==> src/rtl/regbank_pkg.sv <==
// Shared types and widths for the register-bank writeback arbiter.
// Exports: WIDTH_ADDR_LENGTH, WIDTH_DATA_LENGTH, REG_ZERO, wb_req_t {addr,data}, is_reg_zero().
// Imported by wb_fifo and regbank_wb_arbiter.
package regbank_pkg;

  localparam int WIDTH_ADDR_LENGTH = 5;
  localparam int WIDTH_DATA_LENGTH = 32;

  localparam logic [WIDTH_ADDR_LENGTH-1:0] REG_ZERO = 5'h00;

  // One register-file write: destination and value.
  typedef struct packed {
    logic [WIDTH_ADDR_LENGTH-1:0] addr;
    logic [WIDTH_DATA_LENGTH-1:0] data;
  } wb_req_t;

  // x0 is hardwired to zero; writes to it are consumed but never performed.
  function automatic logic is_reg_zero(input logic [WIDTH_ADDR_LENGTH-1:0] a);
    return a == REG_ZERO;
  endfunction

endpackage

==> src/rtl/wb_fifo.sv <==
// Small synchronous FIFO of writeback requests, DEPTH entries of {addr,data}.
// Ports: push_i/push_dat_i enqueue, pop_i dequeues head_o; full_o/empty_o status;
//        entries_o/valid_o expose every slot so the owner can compare destinations.
module wb_fifo
  import regbank_pkg::*;
#(
  parameter int DEPTH = 2
) (
  input  logic                  clk,
  input  logic                  rst,
  input  logic                  push_i,
  input  wb_req_t               push_dat_i,
  input  logic                  pop_i,
  output logic                  full_o,
  output logic                  empty_o,
  output wb_req_t               head_o,
  output wb_req_t [DEPTH-1:0]   entries_o,
  output logic    [DEPTH-1:0]   valid_o
);

  localparam int PTR_W = (DEPTH > 1) ? $clog2(DEPTH) : 1;
  localparam int CNT_W = $clog2(DEPTH + 1);

  wb_req_t            mem_q [DEPTH];
  logic [PTR_W-1:0]   wr_ptr_q, wr_ptr_d;
  logic [PTR_W-1:0]   rd_ptr_q, rd_ptr_d;
  logic [CNT_W-1:0]   count_q, count_d;
  logic [DEPTH-1:0]   valid_q, valid_d;
  logic               do_push;
  logic               do_pop;

  // Pointers wrap at DEPTH, which need not be a power of two.
  function automatic logic [PTR_W-1:0] ptr_inc(input logic [PTR_W-1:0] p);
    if (p == PTR_W'(DEPTH - 1)) begin
      return '0;
    end
    return p + PTR_W'(1);
  endfunction

  assign full_o  = (count_q == CNT_W'(DEPTH));
  assign empty_o = (count_q == '0);

  // Guard both sides so a misbehaving owner cannot corrupt the count.
  assign do_push = push_i && !full_o;
  assign do_pop  = pop_i && !empty_o;

  assign head_o  = mem_q[rd_ptr_q];
  assign valid_o = valid_q;

  always_comb begin
    for (int i = 0; i < DEPTH; i++) begin
      entries_o[i] = mem_q[i];
    end
  end

  always_comb begin
    wr_ptr_d = wr_ptr_q;
    rd_ptr_d = rd_ptr_q;
    count_d  = count_q;
    valid_d  = valid_q;
    if (do_push) begin
      wr_ptr_d          = ptr_inc(wr_ptr_q);
      valid_d[wr_ptr_q] = 1'b1;
    end
    // Push and pop never touch the same slot: a pop needs a non-empty FIFO,
    // and a push needs it not full, so the pointers differ.
    if (do_pop) begin
      rd_ptr_d          = ptr_inc(rd_ptr_q);
      valid_d[rd_ptr_q] = 1'b0;
    end
    case ({do_push, do_pop})
      2'b10:   count_d = count_q + CNT_W'(1);
      2'b01:   count_d = count_q - CNT_W'(1);
      default: count_d = count_q;
    endcase
  end

  always_ff @(posedge clk) begin
    if (rst) begin
      wr_ptr_q <= '0;
      rd_ptr_q <= '0;
      count_q  <= '0;
      valid_q  <= '0;
    end else begin
      wr_ptr_q <= wr_ptr_d;
      rd_ptr_q <= rd_ptr_d;
      count_q  <= count_d;
      valid_q  <= valid_d;
    end
  end

  // Storage needs no reset: valid_q masks every stale slot.
  always_ff @(posedge clk) begin
    if (do_push) begin
      mem_q[wr_ptr_q] <= push_dat_i;
    end
  end

endmodule

==> src/rtl/regbank_wb_arbiter.sv <==
// Shares the single register-bank write port between pipeline writeback and queued MDU results.
// Ports: pipe_* writeback request (pipe_ready holds it), mdu_* result push (mdu_ready),
//        q_addr_*/q_hit_* decode scoreboard lookups, rf_* registered write port to REGBank.
module regbank_wb_arbiter
  import regbank_pkg::*;
#(
  parameter int MDU_DEPTH    = 2,
  parameter int STARVE_LIMIT = 4
) (
  input  logic                         clk,
  input  logic                         rst,
  input  logic                         pipe_wen,
  input  logic [WIDTH_ADDR_LENGTH-1:0] pipe_addr,
  input  logic [WIDTH_DATA_LENGTH-1:0] pipe_data,
  output logic                         pipe_ready,
  input  logic                         mdu_valid,
  input  logic [WIDTH_ADDR_LENGTH-1:0] mdu_addr,
  input  logic [WIDTH_DATA_LENGTH-1:0] mdu_data,
  output logic                         mdu_ready,
  input  logic [WIDTH_ADDR_LENGTH-1:0] q_addr_a,
  input  logic [WIDTH_ADDR_LENGTH-1:0] q_addr_b,
  output logic                         q_hit_a,
  output logic                         q_hit_b,
  output logic                         rf_wen,
  output logic [WIDTH_ADDR_LENGTH-1:0] rf_addr,
  output logic [WIDTH_DATA_LENGTH-1:0] rf_data
);

  localparam int SC_W = $clog2(STARVE_LIMIT + 1);

  logic                         fifo_full;
  logic                         fifo_empty;
  wb_req_t                      fifo_head;
  wb_req_t  [MDU_DEPTH-1:0]     fifo_entries;
  logic     [MDU_DEPTH-1:0]     fifo_valid;
  wb_req_t                      mdu_req;
  logic                         mdu_push;

  logic [SC_W-1:0]              starve_q, starve_d;
  logic                         force_mdu;
  logic                         grant_mdu;
  logic                         grant_pipe;

  logic                         rf_wen_q, rf_wen_d;
  logic [WIDTH_ADDR_LENGTH-1:0] rf_addr_q, rf_addr_d;
  logic [WIDTH_DATA_LENGTH-1:0] rf_data_q, rf_data_d;

  // ---------------------------------------------------------------------------
  // MDU result queue
  // ---------------------------------------------------------------------------
  assign mdu_ready    = !rst && !fifo_full;
  assign mdu_push     = mdu_valid && mdu_ready;
  assign mdu_req.addr = mdu_addr;
  assign mdu_req.data = mdu_data;

  wb_fifo #(
    .DEPTH (MDU_DEPTH)
  ) u_fifo (
    .clk        (clk),
    .rst        (rst),
    .push_i     (mdu_push),
    .push_dat_i (mdu_req),
    .pop_i      (grant_mdu),
    .full_o     (fifo_full),
    .empty_o    (fifo_empty),
    .head_o     (fifo_head),
    .entries_o  (fifo_entries),
    .valid_o    (fifo_valid)
  );

  // ---------------------------------------------------------------------------
  // Arbitration. Decisions use the registered FIFO state only, so a result
  // pushed this cycle cannot be granted until the next one.
  // ---------------------------------------------------------------------------
  assign force_mdu  = !fifo_empty && (starve_q == SC_W'(STARVE_LIMIT));
  assign pipe_ready = !force_mdu;

  always_comb begin
    grant_mdu  = 1'b0;
    grant_pipe = 1'b0;
    if (force_mdu) begin
      grant_mdu = 1'b1;
    end else if (pipe_wen) begin
      grant_pipe = 1'b1;
    end else if (!fifo_empty) begin
      grant_mdu = 1'b1;
    end
  end

  // Counts consecutive losses of a waiting MDU result; saturates at the limit,
  // where force_mdu takes over and the next cycle clears it.
  always_comb begin
    starve_d = starve_q;
    if (fifo_empty || grant_mdu) begin
      starve_d = '0;
    end else if (grant_pipe && (starve_q != SC_W'(STARVE_LIMIT))) begin
      starve_d = starve_q + SC_W'(1);
    end
  end

  // ---------------------------------------------------------------------------
  // Output register. Winner lands on rf_* one cycle after the grant; address
  // and data hold through idle cycles so REGBank sees stable values.
  // ---------------------------------------------------------------------------
  always_comb begin
    rf_wen_d  = 1'b0;
    rf_addr_d = rf_addr_q;
    rf_data_d = rf_data_q;
    if (grant_mdu) begin
      rf_wen_d  = !is_reg_zero(fifo_head.addr);
      rf_addr_d = fifo_head.addr;
      rf_data_d = fifo_head.data;
    end else if (grant_pipe) begin
      rf_wen_d  = !is_reg_zero(pipe_addr);
      rf_addr_d = pipe_addr;
      rf_data_d = pipe_data;
    end
  end

  always_ff @(posedge clk) begin
    if (rst) begin
      starve_q  <= '0;
      rf_wen_q  <= 1'b0;
      rf_addr_q <= '0;
      rf_data_q <= '0;
    end else begin
      starve_q  <= starve_d;
      rf_wen_q  <= rf_wen_d;
      rf_addr_q <= rf_addr_d;
      rf_data_q <= rf_data_d;
    end
  end

  assign rf_wen  = rf_wen_q;
  assign rf_addr = rf_addr_q;
  assign rf_data = rf_data_q;

  // ---------------------------------------------------------------------------
  // Scoreboard: a register is busy while an MDU write for it is queued or is
  // sitting on the write port. x0 is never busy.
  // ---------------------------------------------------------------------------
  always_comb begin
    q_hit_a = 1'b0;
    q_hit_b = 1'b0;
    for (int i = 0; i < MDU_DEPTH; i++) begin
      if (fifo_valid[i] && (fifo_entries[i].addr == q_addr_a)) q_hit_a = 1'b1;
      if (fifo_valid[i] && (fifo_entries[i].addr == q_addr_b)) q_hit_b = 1'b1;
    end
    if (rf_wen_q && (rf_addr_q == q_addr_a)) q_hit_a = 1'b1;
    if (rf_wen_q && (rf_addr_q == q_addr_b)) q_hit_b = 1'b1;
    if (is_reg_zero(q_addr_a)) q_hit_a = 1'b0;
    if (is_reg_zero(q_addr_b)) q_hit_b = 1'b0;
  end

endmodule

==> config.mk <==
export PLATFORM = sky130hd
export DESIGN_NAME = regbank_wb_arbiter
export DESIGN_NICKNAME = d
export VERILOG_FILES = /design/src/rtl/regbank_pkg.sv /design/src/rtl/wb_fifo.sv /design/src/rtl/regbank_wb_arbiter.sv
export SDC_FILE = /design/constraint.sdc
export NUM_CORES = 1
export LEC_CHECK = 0
export CAP_MARGIN = 25
export CORE_ASPECT_RATIO = 2
export CORE_MARGIN = 8
export CORE_UTILIZATION = 46
export CTS_CLUSTER_DIAMETER = 60
export DETAILED_ROUTE_END_ITERATION = 10
export PLACE_DENSITY = 0.74
export RECOVER_POWER = 25
export SYNTH_ARGS = -nofsm -noshare
export SYNTH_HDL_FRONTEND = slang
export SYNTH_HIERARCHICAL = 1
export SYNTH_SLANG_ARGS = --single-unit
==> constraint.sdc <==
create_clock -name clk -period 5.5 [get_ports clk]
set_clock_uncertainty 0.05 [all_clocks]
set_input_delay 1.1 -clock clk [delete_from_list [all_inputs] [get_ports clk]]
set_output_delay 1.1 -clock clk [all_outputs]
set_load 0.01 [all_outputs]
# Word level (Yosys, flattened, before mapping)
# Memory sizes are Yosys's and may differ from the RTL's. A register that Yosys moved wholly into a read port is not among the register bits.
# Index checks and enable logic that the tools add are counted.
[word_totals]
regBits = 47
mem_bits_rw = 74
in_bits = 88
output_inout_bits = 42
wordCells = 99
mem_count = 1
[op_classes]
n_addsub = 5
order_cmp = 4
eq_ne = 11
muxes = 38
bitwise = 3
reduce_logical = 29
[mem_list]
columns = ["memory", "words", "word_bits", "rd", "rd_ports_with_merged_regs", "wr", "line", "source"]
rows = [
  ["u_fifo.mem_q", 2, 37, 3, 1, 1, "wb_fifo.sv:24", "wb_req_t mem_q [DEPTH];"],
]
[ops]
columns = ["operator", "count"]
rows = [
  ["$mux 32", 2],
  ["$eq 5x5->1", 6],
  ["$mux 1", 29],
  ["$logic_not 5->1", 4],
  ["$logic_and 1x1->1", 14],
  ["$mux 5", 2],
  ["$logic_not 1->1", 6],
  ["$eq 2x2->1 const B", 2],
  ["$lt 1x2->1 const B", 2],
  ["$mux 2", 2],
  ["$pmux 2 s2", 1],
  ["$reduce_bool 2->1", 2],
  ["$add 3x1->3 const B", 1],
  ["$eq 3x3->1 const B", 1],
  ["$ne 3x3->1 const B", 1],
  ["$add 1x1->1 const B", 2],
  ["$add 2x1->2 const B", 1],
  ["$and 2x2->2", 1],
  ["$demux 1 s1", 2],
  ["$eq 2x1->1 const B", 1],
  ["$ge 1x1->1 const B", 2],
  ["$logic_not 2->1", 1],
  ["$not 2->2", 1],
  ["$or 2x2->2", 1],
  ["other kinds (3)", 3],
]

# Logic depth before layout (Yosys ltp)
[depth]
ltp_word = 9
ltp_mapped = 11
mapped_depth_nobuf = 10

# Hierarchy
# Netlist, hierarchy kept.
[modules_own_cells]
columns = ["module", "instances", "cells_each", "area_each_um2", "seq_area_each_um2"]
rows = [
  ["wb_fifo", 1, 148, 2962.8, 2362.3],
  ["regbank_wb_arbiter", 1, 311, 2695.1, 820.8],
]

# Worst setup path before layout
# No wires, ideal clock.
[synth_path]
path_type = "input -> register"
startpoint = "input port rst"
endpoint = "memory u_fifo/mem_q[0][0] (netlist name) (enable)"
setup_time_ns = 0.392
arrival_time_ns = 2.829
required_time_ns = 5.058
slack_ns = 2.229
path_stages = 6
n_path_buf = 1
path_cell_list = "buf_2 nor2_1 and2_1 inv_1 or3_4 inv_1"
[synth_via]
elab_chain_len = 6
[synth_rtl]
columns = ["element", "line", "source"]
rows = [
  ["from (decl)", "regbank_wb_arbiter.sv:11", "input logic rst,"],
  ["$logic_not 1->1", "regbank_wb_arbiter.sv:51", "assign mdu_ready = !rst && !fifo_full;"],
  ["$logic_and 1x1->1", "regbank_wb_arbiter.sv:51", ""],
  ["via mdu_ready", "regbank_wb_arbiter.sv:19", "output logic mdu_ready,"],
  ["$logic_and 1x1->1", "regbank_wb_arbiter.sv:52", "assign mdu_push = mdu_valid && mdu_ready;"],
  ["via mdu_push", "regbank_wb_arbiter.sv:37", "logic mdu_push;"],
  ["$logic_and 1x1->1", "wb_fifo.sv:44", "assign do_push = push_i && !full_o;"],
  ["$mux 1", "wb_fifo.sv:94", "if (do_push) begin"],
  ["$mux 1 (not written as such)", "wb_fifo.sv:95", "mem_q[wr_ptr_q] <= push_dat_i;"],
  ["to (decl)", "wb_fifo.sv:24", ""],
]
# The timed path passes the listed nets, and every way through them passes these cells.

# Worst setup path after layout
[layout_path]
startpoint = "input port q_addr_b[3]"
endpoint = "output port q_hit_b"
[layout_via]
elab_chain_len = 6
word_cells_on_any_way = 11
classes_between = "3 x eq/ne; 4 x mux; 4 x reduce/logical"
[layout_rtl]
columns = ["element", "line", "source"]
rows = [
  ["from (decl)", "regbank_wb_arbiter.sv:21", "input logic [WIDTH_ADDR_LENGTH-1:0] q_addr_b,"],
  ["$eq 5x5->1", "regbank_wb_arbiter.sv:147", "if (fifo_valid[i] && (fifo_entries[i].addr == q_addr_b)) q_hit_b = 1'b1;"],
  ["$logic_and 1x1->1", "regbank_wb_arbiter.sv:147", ""],
  ["$mux 1 (2 in a row)", "regbank_wb_arbiter.sv:147", ""],
  ["$mux 1", "regbank_wb_arbiter.sv:150", "if (rf_wen_q && (rf_addr_q == q_addr_b)) q_hit_b = 1'b1;"],
  ["$mux 1 (*)", "regbank_wb_arbiter.sv:152", "if (is_reg_zero(q_addr_b)) q_hit_b = 1'b0;"],
  ["to (decl)", "regbank_wb_arbiter.sv:23", "output logic q_hit_b,"],
]
# Mark *: on every way between the ends. The rest lies on a longest branch, timed or not.

==> results.json <==
{
  "status": "complete, no violations",
  "die_area_mm2": 0.01632,
  "crit_top_cell": "clkdlybuf4s50_1",
  "power_mw": 2.598,
  "ys_seq_area_frac": 0.5626,
  "synth_edf_count": 74,
  "fin_util": 0.6347,
  "period_share": 0.7588,
  "synth_largest_area_cell": "edfxtp_1",
  "ff2ff_path_depth": 6,
  "coreArea_mm2": 0.01205,
  "syn_avg_cell_area_um2": 12.33,
  "criticalPathCategory": "in2out",
  "setup-tns-final_ns": 0,
  "post_cts_buffers": 0,
  "design_area_mm2": 0.007650,
  "post_cts_resized": 0,
  "placed_cells": 716,
  "worst_slack_ns": 1.326,
  "start_util": 0.4694,
  "synth_nets": 550,
  "ant_nets": 0,
  "hold_buffers": 0,
  "finalHoldViolCount": 0,
  "netlist_area_mm2": 0.005658,
  "final_layout_size_suffix_gt1_frac": 0.1897,
  "cp_max_fo": 4,
  "wire_per_inst_um": 20.62,
  "io_buffer_count": 129,
  "cts_sinks": 122,
  "hold_path.class": "reg2reg",
  "yosysTopAreaCellShare": 0.3927,
  "path_clk_slew_ns": 0.06,
  "finalSetupViolations": 0,
  "crit_slowest_cell": "clkdlybuf4s50_1",
  "vias": 4187,
  "holdPathStages": 2,
  "chipWidth_um": 94.42,
  "crit_required_ns": 4.35,
  "grtUsageTotal": 0.1939,
  "whs_ns": 0.4114,
  "dpl.hpwl_mm": 10.78,
  "nNetsFinal": 679,
  "insertion_delay_ns": 0.40,
  "worst_pin_slew_ns": 1.080,
  "vias_per_cell": 5.583,
  "synth.area.top_cells": "edfxtp_1, dfxtp_1, mux2_2, o22ai_1, a211oi_2",
  "antenna_found_initial": 2,
  "slowest_delay_ns": 0.55,
  "drc_errors": 0,
  "die_y_um": 172.8,
  "p_per_area_mw_per_mm2": 339.6,
  "synth_cell_types": 40,
  "leakagePower_nw": 2.590,
  "synth_flop_cell": "edfxtp_1",
  "drt_iter0_markers": 206,
  "overflow": 0,
  "first_global_vias": 4530,
  "vdd_drop_max_uv": 385.2,
  "postPlaceCellArea_mm2": 0.007034,
  "end_kind": "output port",
  "syn_to_final_growth_pct": 35.21,
  "dp_slack_ns": 1.368,
  "worstSetupStartpoint": "q_addr_b[3]",
  "yosys_register_bits": 122,
  "cts.htree.levels": 4,
  "rows": 57,
  "rsz0062_at_grt": "no",
  "drt-pass1-iter-count": 5,
  "async_reset_ff_frac": 0,
  "wirelength_mm": 15.47,
  "netlist_instances": 459,
  "maxSlewViolCount": 0,
  "hp-start": "rf_data[24]",
  "grt_pass1_wl_mm": 24.20,
  "io_pins": 130,
  "yosys_warnings": 6,
  "path_cells": "clkdlybuf4s50_1 > xor2_1 > nor4_1 > a32oi_1 > a21oi_1 > clkdlybuf4s50_1",
  "root_buffer": "clkbuf_16",
  "stdcell_count": 750,
  "gp_congestion": 0.8401,
  "cts_tree": "done",
  "cts_inserted_buffers": 17,
  "start_kind": "input port",
  "period_minus_slack_ns": 4.174,
  "rr_startpoint": "u_fifo/count_q[1]",
  "max_freq_ghz": 0.2396,
  "maxSlewHeadroom": 0.2801,
  "clk_path_buf_depth": 2,
  "final_cell_mix": "clkdlybuf4s50_1, edfxtp_1, o22ai_1",
  "crit_arrival_ns": 3.02,
  "grt_max_degree": 47,
  "final_common_cell": "clkdlybuf4s50_1",
  "drv_cap": 0
}
-- state kept, by name (all words and copies together), names as in the netlist, named ones only --
signal	cells
rf_addr	5
rf_data	32
rf_wen	1
starve_q	3
u_fifo/count_q	2
u_fifo/mem_q	74
u_fifo/rd_ptr_q	1
u_fifo/valid_o	2
u_fifo/wr_ptr_q	1
-- final timing paths --
check | endpoint | slack (ns)
setup / recovery | q_hit_b | 1.33
hold / removal | rf_data[24] | 0.41
setup reg to reg | rf_data[7] | 2.37
hold reg to reg | rf_data[24] | 0.41
-- layout make-up --
cell class              instances  area, µm²
fillers                       942       4403
flip-flops and latches        122       3184
multi-input cells             274       2168
repair buffers                136       1359
clock buffers                  20      436.7
well taps                     147      183.9
clock inverters                12      173.9
inverters                      37      138.9
diodes                          2      5.005
-- synthesized netlist by cell type (8+ instances only) --
cell / number
nor2b_1: 29
buf_4: 11
xnor2_1: 8
mux2_2: 37
a211oi_2: 22
o22ai_1: 56
inv_1: 35
a311oi_2: 9
xor2_1: 25
edfxtp_1: 74
dfxtp_1: 48
nor2_1: 18
nand2_1: 19
-- where the power goes --
part / leakage [nW] / total, mW / internal [mW] / switching [mW]
clock: 0.288 / 1.15 / 0.755 / 0.393
sequential: 1.07 / 1.07 / 1.03 / 0.0383
combinational: 1.23 / 0.384 / 0.194 / 0.190
-- routing by layer --
| metal | track usage | vias up | wire (µm) |
|---|---|---|---|
| met3 | 0.05076 | 40 | 764 |
| met4 | 0.1153 | 0 | 625 |
| met2 | 0.3484 | 139 | 8648 |
| met1 | 0.1875 | 2039 | 5427 |
| met5 | 0 | - | 0 |
| li1 | - | 1969 | - |
-- kinds of logic (layout without fill, tap and decap cells) --
family | after synthesis | count (layout) | share of synthesized area
compound gates | 111 | 111 | 0.1652
xor+xnor | 33 | 33 | 0.05108
fa+ha+maj | 3 | 3 | 0.006635
buf+inv | 63 | 205 | 0.05506
flops | 122 | 122 | 0.5626
mux | 38 | 38 | 0.07541
other cells | 0 | 2 | 0
simple gates | 89 | 89 | 0.08404
-- worst max-delay path: cells and delay by family --
family                    cells  cell delay (ns)
buffers and inverters         2             1.05
and+or+nand+nor               1             0.34
AOI/OAI and AO/OA             2             0.31
xor gates and xnor gates      1             0.21
Power figures use the tool's default switching activity.
